==> config.mk <==
export PLATFORM = sky130hd
export DESIGN_NAME = log_capture_writer
export DESIGN_NICKNAME = d
export VERILOG_FILES = /design/src/rtl/log_pkg.sv /design/src/rtl/log_capture_writer.sv
export SDC_FILE = /design/constraint.sdc
export NUM_CORES = 1
export LEC_CHECK = 0
export ABC_AREA = 1
export CORE_MARGIN = 3
export CORE_UTILIZATION = 50
export CTS_CLUSTER_DIAMETER = 120
export CTS_CLUSTER_SIZE = 14
export DETAILED_ROUTE_END_ITERATION = 16
export GPL_TIMING_DRIVEN = 0
export PLACE_DENSITY = 0.73
export SLEW_MARGIN = 20
export SYNTH_ARGS = -nofsm -noshare
export SYNTH_HDL_FRONTEND = slang
export SYNTH_SLANG_ARGS = --single-unit
==> constraint.sdc <==
create_clock -name clk_in -period 3.3 [get_ports clk_in]
set_clock_uncertainty 0.15 [all_clocks]
set_input_delay 0.66 -clock clk_in [delete_from_list [all_inputs] [get_ports clk_in]]
set_output_delay 0.66 -clock clk_in [all_outputs]
set_load 0.01 [all_outputs]
==> src/rtl/log_pkg.sv <==
// Shared definitions for the logging capture buffer: default widths,
// buffer depth and the write-side controller state encoding.
package log_pkg;

  localparam int unsigned LOG_ADDR_W = 10;
  localparam int unsigned LOG_DATA_W = 10;
  localparam int unsigned LOG_DEPTH  = 1 << LOG_ADDR_W;

  typedef enum logic [2:0] {
    IDLE,
    PRE,
    WAIT_TRIG,
    POST,
    DONE
  } state_t;

endpackage

==> src/rtl/log_capture_writer.sv <==
// Write-side controller: trigger-centred circular capture into the sample RAM,
// reporting the captured window (start/trigger address, done) to the reader.
module log_capture_writer
  import log_pkg::*;
#(
  parameter int unsigned ADDR_W = LOG_ADDR_W,
  parameter int unsigned DATA_W = LOG_DATA_W
) (
  input  logic              clk_in,
  input  logic              rst,
  input  logic              arm,
  input  logic              abort,
  input  logic              trigger,
  input  logic              samp_valid,
  input  logic [DATA_W-1:0] samp_data,
  input  logic [ADDR_W-1:0] pre_len,
  input  logic [ADDR_W-1:0] post_len,
  output logic [ADDR_W-1:0] waddr,
  output logic [DATA_W-1:0] wdata,
  output logic              wen,
  output logic              busy,
  output logic              done,
  output logic [ADDR_W-1:0] start_addr,
  output logic [ADDR_W-1:0] trig_addr
);

  state_t            state;
  logic [ADDR_W-1:0] wptr;
  logic [ADDR_W-1:0] pre_cnt;
  logic [ADDR_W-1:0] post_cnt;
  logic [ADDR_W-1:0] pre_lat;
  logic [ADDR_W-1:0] post_lat;
  logic [ADDR_W:0]   cfg_sum;
  logic [ADDR_W-1:0] post_clamped;

  // Window must fit the buffer: max post = (2**ADDR_W - 1) - pre = ~pre.
  always_comb begin
    cfg_sum      = {1'b0, pre_len} + {1'b0, post_len};
    post_clamped = post_len;
    if (cfg_sum > {1'b0, {ADDR_W{1'b1}}}) post_clamped = ~pre_len;
  end

  always_ff @(posedge clk_in or posedge rst) begin
    if (rst) begin
      state      <= IDLE;
      wptr       <= '0;
      pre_cnt    <= '0;
      post_cnt   <= '0;
      pre_lat    <= '0;
      post_lat   <= '0;
      waddr      <= '0;
      wdata      <= '0;
      wen        <= 1'b0;
      busy       <= 1'b0;
      done       <= 1'b0;
      start_addr <= '0;
      trig_addr  <= '0;
    end else begin
      wen <= 1'b0;
      if (abort) begin
        state <= IDLE;
        busy  <= 1'b0;
        done  <= 1'b0;
      end else begin
        case (state)
          IDLE, DONE: begin
            if (arm) begin
              state    <= PRE;
              busy     <= 1'b1;
              done     <= 1'b0;
              wptr     <= '0;
              pre_cnt  <= '0;
              pre_lat  <= pre_len;
              post_lat <= post_clamped;
            end
          end
          PRE: begin
            if (pre_lat == '0) begin
              state <= WAIT_TRIG;
            end else if (samp_valid) begin
              waddr   <= wptr;
              wdata   <= samp_data;
              wen     <= 1'b1;
              wptr    <= wptr + ADDR_W'(1);
              pre_cnt <= pre_cnt + ADDR_W'(1);
              // Leave on the last pre sample so the next sample is not lost.
              if (pre_cnt + ADDR_W'(1) == pre_lat) state <= WAIT_TRIG;
            end
          end
          WAIT_TRIG: begin
            if (samp_valid) begin
              waddr <= wptr;
              wdata <= samp_data;
              wen   <= 1'b1;
              wptr  <= wptr + ADDR_W'(1);
              if (trigger) begin
                trig_addr  <= wptr;
                start_addr <= wptr - pre_lat;
                post_cnt   <= '0;
                if (post_lat == '0) begin
                  state <= DONE;
                  busy  <= 1'b0;
                  done  <= 1'b1;
                end else begin
                  state <= POST;
                end
              end
            end
          end
          POST: begin
            if (samp_valid) begin
              waddr    <= wptr;
              wdata    <= samp_data;
              wen      <= 1'b1;
              wptr     <= wptr + ADDR_W'(1);
              post_cnt <= post_cnt + ADDR_W'(1);
              if (post_cnt + ADDR_W'(1) == post_lat) begin
                state <= DONE;
                busy  <= 1'b0;
                done  <= 1'b1;
              end
            end
          end
          default: begin
            state <= IDLE;
            busy  <= 1'b0;
            done  <= 1'b0;
          end
        endcase
      end
    end
  end

endmodule

==> results.ini <==
[finish]
final-seq-area_mm2 = 0.00240
diodes = 0
multi_input_area_mm2 = 0.00254
syn2layout_area_growth_pct = 22.4
layout-drive-gt1-share = 0.0722
nNetsFinal = 844
final_cells = 926
final_cell_mix = 207 x nand2_1, 96 x dfrtp_1, 78 x clkdlybuf4s50_1
layout_commonest_cell = nand2_1
fillers = 930

[clocking]
cts_hold_buf = 0
ctsResizeCount = 0
clock_sinks = 96
clock_latency_ps = 380
cts_tree = yes
clockRootBuffer = clkbuf_8
clkSlewWorstSetupHoldPaths_ps = 90
cts_buffers = 9
cts_setup_buffers = 0
clockBufferDepth = 2
htree_num_levels = 3

[setup_path]
worstPathArrival_ps = 2800
rr_endpoint = start_addr[8]
r2r-start = wptr[0]
startpoint_type = input pin
r2r.worst_path.cells = 13
regToRegSetupSlack_ps = 970
end_kind = register
crit_fanout = 10
critPathKind = input pin to register
required_ps = 3380

[timing]
slew_viol_final = 0
relSlewSlack = 0.623
final.setup.tns_ps = 0
hold_violations = 0
fin_crit_sh = 0.823
setup_viol = 0
worst_slew_pin_slew_ps = 564
rsz0062_at_grt = false
timing.final.crit_period_ps = 2720
max_freq_mhz = 368

[die]
num_rows = 37
coreArea_mm2 = 0.0104
die_area_mm2 = 0.0120
start_util = 0.516
die_h_um = 109
ios = 79
die_w_um = 109

[synthesis]
synthTopCellsByArea = dfrtp_1 45%, nand2_1 15%, o21ai_0 5.6%
synth_cell_types = 41
synth_nets = 752
ys_warn_count = 0
avgSynthCellArea_um2 = 7.72
synth_top_cell_area_share = 0.449
synthCells = 693
synth-seq-cells = 96
netlist_area_mm2 = 0.00535
ys_seq_area_frac = 0.449
synth_top_cell_by_area = dfrtp_1

[worst_hold_path]
min_path_type = register to register
holdPathStages = 2
worstHoldStart = wdata[9]
min_to = wdata[9]

[place]
port_buffers = 78
routabilityCongestion = 0.882
placed_cells = 910
dp_hpwl_mm = 10.7

[power]
power_frac_clock = 0.155
power.total_mw = 4.79
leakage_nw = 3.10
p_comb_frac = 0.449
p_sw_mw = 1.97
sequentialPowerShare = 0.395
vdd_drop_max_v = 0.000356
swShare = 0.412
p_int_mw = 2.82
cellPowerDensity_mw_per_mm2 = 731

[routing]
wl_per_cell_um = 14.7
finalWirelength_mm = 13.6
viasPerCell = 5.33
num_vias = 4935
first_iter_violations = 290
drcViolationCount = 0
ant_nets = 0
drt_pass1_iterations = 5

[global_route]
grt_pass1_wl_mm = 23.3
grt_pass1_vias = 4782
gr-total-overflow = 0
grt_max_degree = 35
antenna_found_initial = 0
grt_usage = 0.248

[outcome]
status = finished, final reports clean

[run]
max_cap_viol_count = 0

==> layer usage <==
layer	routed length (um)	part of all wire	global-route usage
met1	6220	0.46	0.344
met5	0	0	0
met3	798	0.059	0.0470
met4	229	0.017	0.0775
met2	6370	0.47	0.396
==> state kept, by name, indices dropped and copies added, names as in the netlist <==
| name | flops |
|---|---|
| post_cnt | 10 |
| post_lat | 10 |
| pre_cnt | 10 |
| pre_lat | 10 |
| start_addr | 10 |
| trig_addr | 10 |
| waddr | 10 |
| wdata | 10 |
| wptr | 10 |
| state | 3 |
| busy | 1 |
| done | 1 |
| wen | 1 |
==> Yosys cell counts <==
master and n:
o21bai_1 4, o21ai_2 1, nor2_2 10, nand2_4 1, nor4_1 2, fa_1 2, clkbuf_1 5, o21ai_0 60
o22ai_1 12, a21oi_1 15, nor2_1 47, nor3_1 3, xnor2_1 4, o211ai_1 11, inv_2 6, a2111oi_0 1
nand2_2 4, nand3_1 54, buf_2 5, buf_6 3, nand2_1 207, o21a_1 1, a21boi_0 1, and3_1 3
nand4_2 1, inv_4 1, o21ai_1 11, a22oi_1 1, or2_2 2, ha_1 21, dfrtp_1 96, a21boi_2 1
nor3_2 1, buf_4 1, a21o_1 1, xor2_1 8, o2111ai_1 1, nand4_1 5, inv_1 77, clkbuf_2 2
nand3b_1 1
==> critical path, cell delays in order <==
cell and delay [ps]:
clkdlybuf4s50_1 480, ha_1 350, a21oi_1 70, o21ai_0 150, a21oi_1 100, o211ai_1 230, clkbuf_1 390, nand2_1 120
o211ai_1 130, o21ai_0 130
==> layout make-up <==
type	count	share of cell area
Buffer	16	0.0145
Clock buffer	13	0.0243
Clock inverter	3	0.00382
Inverter	84	0.0491
Multi-Input combinational cell	497	0.387
Sequential cell	96	0.367
Tap cell	136	0.0260
Timing Repair Buffer	81	0.128
==> power groups by stage <==
stage,sequential (mW),combinational [mW],clock [mW]
detailed placement,1.90,2.15,0
floorplan,1.92,1.28,0
finish,1.89,2.15,0.745
global placement,1.89,2.09,0
CTS,1.89,2.17,0.769
global route,1.95,2.44,0.812
==> stage by stage <==
stage | worst slack, ps | instance area (um^2) | hold WS (ps) | utilization
4_1_cts | 648 | 6550 | 339 | 0.632
3_3_place_gp | 306 | 6310 | 313 | 0.608
2_1_floorplan | 1140 | 5360 | 356 | -
3_5_place_dp | 243 | 6370 | 314 | 0.614
6_report | 583 | 6550 | 333 | 0.632
5_1_grt | 434 | 6550 | 363 | 0.632
==> how the worst max path moves through the flow <==
stage / from / to / slack [ps] / depth (start not counted)
5_1_grt: pre_len[4] / post_lat[2] / 430 / 10
3_5_place_dp: pre_len[4] / post_lat[1] / 240 / 10
6_report: pre_len[3] / post_lat[1] / 580 / 10
4_1_cts: pre_len[4] / post_lat[1] / 650 / 10
3_3_place_gp: pre_len[0] / post_lat[2] / 310 / 8
2_1_floorplan: pre_len[5] / post_lat[0] / 1140 / 9
==> cell families after synthesis <==
family,synth area share
AO/OA/AOI/OAI,0.128
XOR/XNOR,0.0196
flip-flops,0.449
adder cells (fa/ha/maj),0.0566
buffers and inverters,0.0772
AND/OR/NAND/NOR,0.270
Power figures use the tool's default switching activity.
